[src/rtl/div_sequencer.sv]
// Multi-cycle unsigned restoring divider: one quotient bit per cycle through a shared
// subtractor, start/busy/done handshake, RISC-V divide-by-zero results.
module div_sequencer #(
  parameter int unsigned NUM_SIZE = 32
) (
  input  logic                clk,
  input  logic                rstN,
  input  logic                start,
  input  logic [NUM_SIZE-1:0] dividend,
  input  logic [NUM_SIZE-1:0] divisor,
  output logic                busy,
  output logic                done,
  output logic [NUM_SIZE-1:0] quotient,
  output logic [NUM_SIZE-1:0] remainder,
  output logic                divByZero
);

  localparam int unsigned CW = $clog2(NUM_SIZE + 1);

  typedef enum logic [1:0] {
    S_IDLE,
    S_RUN,
    S_DONE
  } state_t;

  state_t              r_state, w_next;
  logic [NUM_SIZE-1:0] r_R, r_Q, r_div;
  logic [NUM_SIZE-1:0] r_quot, r_rem;
  logic                r_dbz;
  logic [CW-1:0]       r_cnt;

  logic [NUM_SIZE:0]   w_T, w_D;
  logic [NUM_SIZE-1:0] w_Rn, w_Qn;
  logic                w_borrow, w_accept, w_zero, w_last;

  // Restoring step: a borrow implies T < 2^NUM_SIZE, so dropping T's MSB is lossless.
  always_comb begin
    w_T      = {r_R, r_Q[NUM_SIZE-1]};
    w_D      = w_T + ~{1'b0, r_div} + {{NUM_SIZE{1'b0}}, 1'b1};
    w_borrow = w_D[NUM_SIZE];
    w_Rn     = w_borrow ? w_T[NUM_SIZE-1:0] : w_D[NUM_SIZE-1:0];
    w_Qn     = {r_Q[NUM_SIZE-2:0], ~w_borrow};
    w_accept = start && (r_state != S_RUN);
    w_zero   = (divisor == '0);
    w_last   = (r_cnt == CW'(1));
  end

  always_comb begin
    w_next = r_state;
    case (r_state)
      S_IDLE: if (start) w_next = w_zero ? S_DONE : S_RUN;
      S_RUN:  if (w_last) w_next = S_DONE;
      S_DONE: begin
        if (start) w_next = w_zero ? S_DONE : S_RUN;
        else       w_next = S_IDLE;
      end
      default: w_next = S_IDLE;
    endcase
  end

  always_ff @(posedge clk) begin
    if (!rstN) begin
      r_state <= S_IDLE;
      r_R     <= '0;
      r_Q     <= '0;
      r_div   <= '0;
      r_cnt   <= '0;
      r_quot  <= '0;
      r_rem   <= '0;
      r_dbz   <= 1'b0;
    end else begin
      r_state <= w_next;
      if (w_accept) begin
        r_div <= divisor;
        r_R   <= '0;
        r_Q   <= dividend;
        r_cnt <= CW'(NUM_SIZE);
        if (w_zero) begin
          r_quot <= '1;
          r_rem  <= dividend;
          r_dbz  <= 1'b1;
        end
      end else if (r_state == S_RUN) begin
        r_R   <= w_Rn;
        r_Q   <= w_Qn;
        r_cnt <= r_cnt - CW'(1);
        if (w_last) begin
          r_quot <= w_Qn;
          r_rem  <= w_Rn;
          r_dbz  <= 1'b0;
        end
      end
    end
  end

  assign busy      = (r_state == S_RUN);
  assign done      = (r_state == S_DONE);
  assign quotient  = r_quot;
  assign remainder = r_rem;
  assign divByZero = r_dbz;

endmodule

[config.mk]
export PLATFORM = sky130hd
export DESIGN_NAME = div_sequencer
export DESIGN_NICKNAME = d
export VERILOG_FILES = /design/src/rtl/div_sequencer.sv
export SDC_FILE = /design/constraint.sdc
export NUM_CORES = 1
export LEC_CHECK = 0
export CORE_MARGIN = 5
export CORE_UTILIZATION = 40
export DETAILED_ROUTE_END_ITERATION = 8
export PLACE_DENSITY = 0.62
export SLEW_MARGIN = 15
export SYNTH_ARGS = -nofsm -noshare
export SYNTH_HDL_FRONTEND = slang
export SYNTH_SLANG_ARGS = --single-unit
[constraint.sdc]
create_clock -name clk -period 4.2 [get_ports clk]
set_input_delay 0.63 -clock clk [delete_from_list [all_inputs] [get_ports clk]]
set_output_delay 0.63 -clock clk [all_outputs]
set_load 0.02 [all_outputs]
# [After elaboration in Yosys (flattened, before gate mapping)]
# Index checks and enable logic that the tools add are counted.
[word_totals] register_bits=169 inputBits=67 output_inout_bits=67 word_cells=52
[classes] add_sub_neg=3 n_eq_ne=7 n_mux=22 n_bitwise=3 n_reduce_logical=8
[op_table] op="$mux W32" n=11
[op_table] op="$add A33 B1 Y33 const B" n=1
[op_table] op="$add A33 B33 Y33" n=1
[op_table] op="$not A32 Y33" n=1
[op_table] op="$logic_not A32 Y1" n=1
[op_table] op="$mux W6" n=2
[op_table] op="$mux W2" n=4
[op_table] op="$eq A6 B1 Y1 const B" n=1
[op_table] op="$ne A2 B1 Y1 const B" n=3
[op_table] op="$pmux W2 S3" n=1
[op_table] op="$sub A6 B1 Y6 const B" n=1
[op_table] op="$mux W1" n=4
[op_table] op="$reduce_bool A2 Y1" n=2
[op_table] op="$reduce_and A3 Y1" n=1
[op_table] op="$eq A2 B1 Y1 const B" n=1
[op_table] op="$eq A2 B2 Y1 const B" n=1
[op_table] op="$logic_not A2 Y1" n=1
[op_table] op="$ne A2 B2 Y1 const B" n=1
[op_table] op="$not A1 Y1" n=2
[op_table] op="$reduce_and A2 Y1" n=1
[op_table] op="$reduce_or A2 Y1" n=1
[op_table] op="$logic_and A1 B1 Y1" n=1

# [Logic depth before layout (Yosys ltp)]
# Gate-level depths: netlist (run 1).
[depth] ltp_word=7 mapped_depth=14 mapped_depth_nobuf=11

# [Worst setup path before layout (run 1)]
# OpenSTA, ideal clock, no wires.
[synth_timing] kind="reg2reg" from="reg r_Q[31]" to="reg r_rem[11], in the netlist remainder[11]" setup_time_ps=116 t_arrival_ps=2653 setup_slack_ps=1431 stages_incl_launch_ff=14 path_buffers=2 synth_period_minus_slack_ps=2769 cell_sequence="dfxtp_1 inv_1 ha_1 fa_1 nor2b_1 o211a_4 o211ai_2 nand4_2 nand3_2 and2_4 buf_6 buf_6 mux2_4 o211a_1"
[synth_via] elab_chain_len=6
[synth_lines] item="from (decl)" line="27" rtl="logic [NUM_SIZE-1:0] r_R, r_Q, r_div;"
[synth_lines] item="from (signal assigned)" line="76" rtl="r_Q <= dividend;"
[synth_lines] item="from (signal assigned)" line="85" rtl="r_Q <= w_Qn;"
[synth_lines] item="$add A33 B33 Y33" line="39" rtl="w_D = w_T + ~{1'b0, r_div} + {{NUM_SIZE{1'b0}}, 1'b1};"
[synth_lines] item="$add A33 B1 Y33" line="39"
[synth_lines] item="$mux W32" line="41" rtl="w_Rn = w_borrow ? w_T[NUM_SIZE-1:0] : w_D[NUM_SIZE-1:0];"
[synth_lines] item="$mux W32" line="87" rtl="if (w_last) begin"
[synth_lines] item="$mux W32" line="83" rtl="end else if (r_state == S_RUN) begin"
[synth_lines] item="$mux W32" line="73" rtl="if (w_accept) begin"
[synth_lines] item="to (signal assigned)" line="80" rtl="r_rem <= dividend;"
[synth_lines] item="to (signal assigned)" line="89" rtl="r_rem <= w_Rn;"
[synth_lines] item="to (decl)" line="28" rtl="logic [NUM_SIZE-1:0] r_quot, r_rem;"
# No other way between the ends. The select of a mux whose other input is x is not followed.
# A chain may end at the register's enable or synchronous reset.

# [Final worst setup path (run 1)]
[layout_timing] from="reg r_Q[31]" to="reg r_rem[2], in the netlist remainder[2]"
# The elaborated chain is that of the path after synthesis.

==> results.toml, run 1 <==
[grt]
antenna_found_initial = 0
grt_pass1_vias = 7735
track_usage = 0.205
grt-ovfl-total = 0
grt_pass1_wl_mm = 43.3
grt_max_degree = 81

[synth]
synth_area_um2 = 9180
async_flop_share = 0
yosysWarnings = 0
yosysUniqueCellTypes = 72
synth-main-ff-cell = "dfxtp_1"
synth_seq_cells = 169
synthCells = 1137
syn_avg_cell_area_um2 = 8.08
syn_nets = 1239
synth-seq-area-share = 0.368
synth_edf_count = 0

[clocking]
hold_buffers = 0
clk_pin_slew_ns = 0.07
clock_sinks = 169
numCtsBuffers = 17
clk_latency_ns = 0.44
cts_tree = "built"
h-tree-depth = 4
postCtsSetupRepairBufs = 0
cts_max_path_buffers = 2
clockRootBuffer = "clkbuf_16"
postCtsResizedCells = 0

[routing]
wl_per_cell_um = 18.0
num_vias = 8433
viasPerCell = 5.55
routed_wl_mm = 27.3
initialDrtViolationCount = 646
drt_pass1_iterations = 5
detail-route-antenna-nets = 0
drc = 0

[die]
core_area_um2 = 22600
start_util = 0.406
die-area_um2 = 26100
die_y_um = 162
die_w_um = 162
rows = 55
io_pins = 134

[status]
status = "complete, no violations"

[sta]
tightestPinTransition_ns = 1.18
setup_viol = 0
hold_viol = 0
fin_skew_ns = 0.0116
rsz0062_at_grt = "no"
fin_hold_ws_ns = 0.454
finalCritPeriodShare = 0.794
fmax_ghz = 0.300
slew-limit-headroom = 0.207
period_minus_slack_ns = 3.34
slew_violations = 0
tns_ns = 0

[setup_path]
regToRegSetupSlack_ns = 0.86
cpPeakStageDelay_ns = 0.48
worstPathArrival_ns = 3.66
cp_slowest_cell = "and2_4"
worst_setup_path_start_kind = "flop"
path_class = "reg2reg"
path_cells = "inv_1 -> ha_1 -> fa_1 -> nor2b_1 -> o211a_4 -> o211ai_2 -> nand4_2 -> a21o_4 -> and2_4 -> mux2_2 -> o211a_1"
endpoint_kind = "flop"
cp_data_required_time_ns = 4.53
critPathMaxFanout = 30

[pwr]
ir_drop_mv = 0.252
leakage_uw = 0.00435
p_per_area_nw_per_um2 = 444

[placed_design]
dp_hpwl_mm = 20.1
gp_congestion = 0.938
io_buffers = 133

[job]
drv_cap = 0

[layout]
fillCellCount = 2222
layout-area-overhead-vs-synth_pct = 22.4
nets = 1324
antenna_cells = 0
drive_gt1_frac = 0.0624

[worst_hold_path]
hold_class = "reg2reg"
[synthesized netlist by cell type, types with 4 or more instances]
cell type  number  area (um^2)
a211oi_1       54          405
a21bo_2         5         50.1
a21o_1          6         45.0
a21oi_1        92          460
a22o_1          7         61.3
a22oi_1         8         60.1
a31oi_1         7         43.8
and2_1         12         75.1
and3_1          5         31.3
buf_1           5         18.8
buf_2          11         55.1
clkbuf_1       62          233
dfxtp_1       169         3380
ha_1           34          425
inv_1          45          169
mux2_4          5         75.1
mux2i_1        56          561
nand2_1       117          439
nand2b_1        4         25.0
nand3_1        18         90.1
nand4_1        18          113
nor2_1        116          435
nor2b_1        13         81.3
nor3_1         47          235
nor4_1         13         81.3
o211a_1         8         80.1
o211ai_1        7         52.6
o21a_1         21          158
o21ai_0        76          380
o221ai_1        6         52.6
o41ai_1         4         35.0
xnor2_1        21          184
xor2_1          9         78.8
[power breakdown]
group | internal [uW] | total (uW) | switching (uW)
Combinational | 658 | 1620 | 959
Sequential | 1700 | 1780 | 82.1
Clock | 843 | 1590 | 743
[layout make-up]
cell class | count | area, um^2 | share of cell area
inverters | 47 | 176 | 0.0157
repair buffers | 148 | 1430 | 0.128
multi-input cells | 839 | 5300 | 0.472
clock buffers | 17 | 425 | 0.0379
clock inverters | 14 | 156 | 0.0139
well taps | 285 | 357 | 0.0317
flip-flops and latches | 169 | 3380 | 0.301
[path summary, 6_finish.rpt]
path | from | endpoint | cells after the start
setup / recovery | r_Q[31]$_SDFFE_PN0P_ | remainder[2]$_SDFFE_PN0P_ | 11
hold reg to reg | r_div[16]$_SDFFE_PN0P_ | r_div[16]$_SDFFE_PN0P_ | 2
setup reg to reg | r_Q[31]$_SDFFE_PN0P_ | remainder[2]$_SDFFE_PN0P_ | 11
hold / removal | r_div[16]$_SDFFE_PN0P_ | r_div[16]$_SDFFE_PN0P_ | 2
[flip-flops by register name, summed over array words and instances (netlist names)]
| name | cells |
|---|---|
| r_cnt | 6 |
| r_div | 32 |
| remainder | 32 |
| r_Q | 32 |
| divByZero | 1 |
| r_R | 32 |
| r_state | 2 |
| quotient | 32 |
[critical path: cells and delay by family (launching register included)]
kind	cells	cell delay [ns]
flip-flops	1	0.38
adder cells (fa/ha/maj)	2	0.65
buffers and inverters	1	0.11
multiplexers	1	0.40
AO/OA/AOI/OAI	4	0.78
AND/OR/NAND/NOR	3	0.89
[stage by stage]
step	total power (uW)	util	instance area, um^2	std cells	worst slack (ns)
global route	5240	0.496	11200	1519	0.673
detailed placement	3410	0.471	10700	1488	0.908
CTS	4990	0.496	11200	1519	0.861
global placement	3410	0.471	10700	1488	0.939
floorplan	3010	-	9180	1137	1.43
finish	4980	0.496	11200	1519	0.865
[logic make-up after synthesis]
group                      synth area share
DFF                                   0.368
buffers and inverters                0.0567
AOI/OAI and AO/OA                     0.235
muxes                                0.0729
xor gates and xnor gates             0.0286
and+or+nand+nor                       0.190
adders and majority gates            0.0485
[per-layer routing]
metal | GRT usage | routed length (um) | up-vias
li1 | - | - | 4250
met3 | 0.0324 | 1440 | 19
met2 | 0.309 | 11700 | 210
met4 | 0.0407 | 237 | 0
met1 | 0.312 | 13900 | 3954
met5 | 0 | 0 | -
[cell usage in the layout, fill, tap and decap left out, types with 4 or more instances in the layout]
cell type,count
dfxtp_1,169
clkdlybuf4s50_1,131
xor2_1,9
o211a_1,8
buf_4,15
a31oi_1,7
o21ai_0,76
and3_1,5
and2_1,12
mux2i_1,56
nor2_1,115
clkbuf_16,17
a21o_1,6
inv_6,6
nor3_1,47
nor2b_1,13
a22oi_1,8
a211oi_1,54
o221ai_1,6
a21bo_2,5
nor4_1,12
nand2_1,117
nand4_1,18
a21oi_1,92
o41ai_1,4
o211ai_1,7
xnor2_1,21
nand3_1,17
a22o_1,7
mux2_4,5
ha_1,34
o21a_1,21
inv_1,45
Note: power is estimated with default switching activity, not from simulation.
==> run 2: changes to the inputs <==
Settings changed: PLACE_DENSITY 0.62 to 0.64.
Clock period 4.2 ns to 2.7 ns, I/O delays scaled along.
==> results.toml, run 2 (synthesized netlist as in run 1, its figures left out) <==
[layout]
layout_common_cells = "159 x dfxtp_1, 131 x clkdlybuf4s50_1, 117 x buf_4"
layout_commonest_cell = "dfxtp_1"
nets = 1434
drive_gt1_frac = 0.192
final_cell_area_um2 = 12600
layout-area-overhead-vs-synth_pct = 37.7
antenna_cells = 0

[sta]
slew_violations = 0
slew-limit-headroom = 0.233
fmax_ghz = 0.379
period_minus_slack_ns = 2.64
tightestPinTransition_ns = 1.15
hold_viol = 0
rsz0062_at_grt = "yes"
setup_viol = 0
finalCritPeriodShare = 0.978
fin_skew_ns = 0.0150
tns_ns = 0

[placed_design]
io_buffers = 133
gp_congestion = 0.910
dp_hpwl_mm = 21.7
place_area_um2 = 11500

[die]
core_area_um2 = 22600
start_util = 0.406
die_w_um = 162
rows = 55
die_y_um = 162
io_pins = 134
die-area_um2 = 26100

[setup_path]
regToRegSetupSlack_ns = 0.06
critPathMaxFanout = 8
path_cells = "ha_1 -> or2_2 -> o211a_4 -> o211ai_4 -> nand4_4 -> a21o_4 -> and2_4 -> buf_6 -> mux2_4 -> a21oi_2"
worstPathArrival_ns = 3.00
cp_slowest_cell = "dfxtp_1"
cpPeakStageDelay_ns = 0.41
worst_setup_path_start_kind = "flop"
path_class = "reg2reg"
cp_data_required_time_ns = 3.06
endpoint_kind = "flop"

[clocking]
hold_buffers = 0
clockRootBuffer = "clkbuf_16"
cts_tree = "built"
clk_latency_ns = 0.43
cts_max_path_buffers = 2
clk_pin_slew_ns = 0.07
h-tree-depth = 4
clock_sinks = 169
numCtsBuffers = 17

[worst_hold_path]
hold_class = "in2reg"

[routing]
viasPerCell = 5.49
drt_pass1_iterations = 6
drc = 0
detail-route-antenna-nets = 0
wl_per_cell_um = 17.8
num_vias = 8944
routed_wl_mm = 29.0
initialDrtViolationCount = 590

[grt]
grt-ovfl-total = 0
grt_pass1_vias = 8453
antenna_found_initial = 0
grt_max_degree = 87
track_usage = 0.215
grt_pass1_wl_mm = 45.6

[pwr]
ir_drop_mv = 0.386
leakage_uw = 0.00500
p_per_area_nw_per_um2 = 706

[job]
drv_cap = 0

[status]
status = "complete, no violations"
## run 2: through the flow
stage | worst slack [ns] | total power [uW] | hold WS [ns] | std cells | utilization
after floorplan | 0.0000824 | 4700 | 0.436 | 1137 | -
after global placement | -0.0968 | 5780 | 0.443 | 1593 | 0.508
after detailed placement | -0.150 | 5810 | 0.448 | 1593 | 0.508
after CTS | 0.00624 | 8510 | 0.437 | 1626 | 0.540
after global routing | -0.0593 | 9330 | 0.469 | 1629 | 0.558
final | 0.0589 | 8920 | 0.447 | 1629 | 0.558
## run 2: power by group
group / switching [uW] / internal, uW
sequential: 137 / 2650
combinational: 1830 / 1690
clock: 1110 / 1510
total: 3080 / 5850
## run 2: final timing paths
path,start,endpoint,depth (start not counted)
hold / removal,start,r_state[0]$_SDFFE_PN0P_,4
setup / recovery,r_R[2]$_SDFFE_PP0P_,r_R[28]$_SDFFE_PP0P_,10
hold reg to reg,r_div[11]$_SDFFE_PN0P_,r_div[11]$_SDFFE_PN0P_,2
setup reg to reg,r_R[2]$_SDFFE_PP0P_,r_R[28]$_SDFFE_PP0P_,10
## run 2: worst max-delay path, delay by kind of cell, from the launching register on
family	cells	cell delay (ns)
compound gates	4	0.74
fa+ha+maj	1	0.27
buf+inv	1	0.15
flops	1	0.41
mux	1	0.30
simple gates	3	0.70
## run 2: what timing repair did
item,4_1_cts,5_1_grt
gates resized for setup,18,81
setup buffers,1,2
cloned,1,1
setup endpoints to repair,42,63
pin swaps,6,32
endpoints found under the hold margin,0,0
## run 2: cell type report
| class | count | area, um^2 |
|---|---|---|
| inverters | 47 | 176 |
| repair buffers | 257 | 2320 |
| well taps | 285 | 357 |
| flip-flops and latches | 169 | 3400 |
| multi-input cells | 840 | 5770 |
| clock buffers | 18 | 439 |
| fillers | 2162 | 10000 |
| clock inverters | 13 | 186 |
## run 2: per-layer routing
layer / share of wire / vias up / track usage
met5: 0 / - / 0
met4: 0.013 / 0 / 0.0454
met3: 0.062 / 32 / 0.0337
met2: 0.44 / 274 / 0.332
met1: 0.49 / 4178 / 0.317
li1: - / 4460 / -
==> run 3: changes to the inputs <==
Settings changed: ABC_AREA set to 1, MAX_ROUTING_LAYER set to met4, PLACE_DENSITY 0.64 to 0.63.
==> results.toml, run 3 <==
[status]
status = "complete, no violations"

[layout]
layout-area-overhead-vs-synth_pct = 23.7
instances_no_fill = 2043
nets = 1801
drive_gt1_frac = 0.0789
layout_commonest_cell = "nand2_1"
layout_common_cells = "484 x nand2_1, 337 x inv_1, 169 x dfxtp_1"

[setup_path]
startpoint = "r_Q[31]$_SDFFE_PN0P_"
critical_path.most_common_cell = "nand2_2"
rr_endpoint = "remainder[16]$_SDFFE_PN0P_"
critPathTopFamily = "simple AND/OR/NAND/NOR gates"
critPathMaxFanout = 9
worstReg2RegStart = "r_Q[31]$_SDFFE_PN0P_"
path_class = "reg2reg"
cpPeakStageDelay_ns = 0.35
cp_data_required_time_ns = 2.98
cp_slowest_cell = "fa_2"
worst_setup_path_start_kind = "flop"
endpoint_kind = "flop"
worstPathArrival_ns = 2.76
path_cells = "inv_1 -> ha_2 -> fa_2 -> inv_1 -> nand2_1 -> nand2_1 -> nand3_1 -> nand2_2 -> nand2_1 -> nand2_2 -> nand2_2 -> nand2_2 -> nand2_2 -> nand2_8 -> clkbuf_16 -> nand2_1 -> nand3_1 -> a21oi_1"
reg2reg_depth = 18
regToRegSetupSlack_ns = 0.22
crit_buf_inv = 3

[placed_design]
gp_congestion = 0.915
io_buffers = 133
dp_hpwl_mm = 23.0
dp_cells = 2006
preCtsSetupSlack_ns = 0.0859

[sta]
finalCritPeriodShare = 0.919
tns_ns = 0
slew_violations = 0
rsz0062_at_grt = "no"
fin_skew_ns = 0.0102
hold_viol = 0
setup_viol = 0
slew-limit-headroom = 0.494
fmax_ghz = 0.403
period_minus_slack_ns = 2.48
fin_ws_ns = 0.218
tightestPinTransition_ns = 0.757

[worst_hold_path]
hold_class = "in2reg"
holdPathEnd = "r_Q[15]$_SDFFE_PN0P_"
hp-start = "rstN"
hold_depth = 3

[routing]
wl_per_cell_um = 14.7
routed_wl_mm = 29.9
num_vias = 9802
drt_pass1_iterations = 5
detail-route-antenna-nets = 0
drc = 0
viasPerCell = 4.80
initialDrtViolationCount = 701

[clocking]
h-tree-depth = 4
clk_latency_ns = 0.43
cts_tree = "built"
clockRootBuffer = "clkbuf_16"
cts_max_path_buffers = 2
clock_sinks = 169
numCtsBuffers = 17
clk_pin_slew_ns = 0.07

[grt]
track_usage = 0.214
grt_pass1_wl_mm = 48.1
grt_pass1_vias = 9293
grt-ovfl-total = 0
grt_max_degree = 67
antenna_found_initial = 1

[synth]
syn_nets = 1680
synth_edf_count = 0
synth_area_leaders = "dfxtp_1 34%, nand2_1 18%, inv_1 13%"
synth_top_cell_area_share = 0.336
async_flop_share = 0
synth_common_cells = "485 x nand2_1, 337 x inv_1, 169 x dfxtp_1, 106 x a21oi_1, 70 x nor2_1"
yosysWarnings = 0
synth_area_um2 = 10100
synth_top_area_cell = "dfxtp_1"
synth-seq-area-share = 0.336
synth-main-ff-cell = "dfxtp_1"
syn_avg_cell_area_um2 = 6.39
synth_most_common_cell = "nand2_1"
synth_seq_cells = 169
synthCells = 1578
yosysUniqueCellTypes = 42

[pwr]
p_per_area_nw_per_um2 = 628
ir_drop_mv = 0.422
report.power.total_uw = 7830
leakage_uw = 0.00631

[die]
io_pins = 134
die_y_um = 169
start_util = 0.404
core_area_um2 = 25000
rows = 58
die-area_um2 = 28500
die_w_um = 169

[job]
drv_cap = 0
==> run 3: cell count changes after synthesis, sizes merged, moves of 21 or more <==
cell    delta
o21a      -21
inv      +300
nor2      -36
nand3     +42
o221ai    +56
nor3      -40
a211oi    -53
mux2i     -56
nand2    +403
clkbuf    -23
==> run 3: area by class of cell <==
class | instances | area [um^2]
antenna | 1 | 2.50
clock buffer | 18 | 439
clock inverter | 14 | 146
fill | 2625 | 12500
inverter | 347 | 1300
multi-input combinational | 999 | 5120
sequential | 169 | 3380
tap | 330 | 413
timing repair buffer | 165 | 1660
==> run 3: worst max-delay path by stage <==
stage	to	depth (start not counted)
5_1_grt	r_R[6]$_SDFFE_PP0P_	20
4_1_cts	r_R[11]$_SDFFE_PP0P_	19
6_report	remainder[16]$_SDFFE_PN0P_	18
3_3_place_gp	quotient[8]$_SDFFE_PN0P_	12
2_1_floorplan	r_R[22]$_SDFFE_PP0P_	20
3_5_place_dp	quotient[14]$_SDFFE_PN0P_	12
==> run 3: power breakdown <==
| part | internal (uW) | switching [uW] |
|---|---|---|
| registers | 2640 | 90.7 |
| clock network | 1260 | 1190 |
| logic | 955 | 1700 |
==> run 3: worst min-delay path, cell delays in order <==
cell,delay (ns)
buf_2,0.20
nand2_1,0.10
inv_1,0.03
==> run 3: kinds of logic (layout without fill, tap and decap cells) <==
kind of cell             count (synthesis)  count (layout)  share of synthesized area
AO/OA/AOI/OAI                          256             256                      0.155
flip-flops                             169             169                      0.336
XOR/XNOR                                15              15                     0.0130
adder cells (fa/ha/maj)                 35              35                     0.0442
buffers and inverters                  410             544                      0.161
AND/OR/NAND/NOR                        693             693                      0.291
other                                    0               1                          0
==> run 3: layer usage <==
metal,track usage,part of all wire
met1,0.270,0.45
met2,0.359,0.48
met3,0.0273,0.045
met4,0.0670,0.025
met5,-,0
==> run 3: through the flow <==
stage	hold slack (ns)	area [um^2]	util
floorplan	0.433	10100	-
CTS	0.335	12400	0.495
global route	0.363	12500	0.499
global placement	0.450	11800	0.472
detailed placement	0.453	11800	0.472
finish	0.357	12500	0.499
==> run 3: repair_timing <==
action	4_1_cts	5_1_grt
hold buffers	0	0
resized for setup	0	7
endpoints found under the setup margin	0	64
buffers inserted	0	2
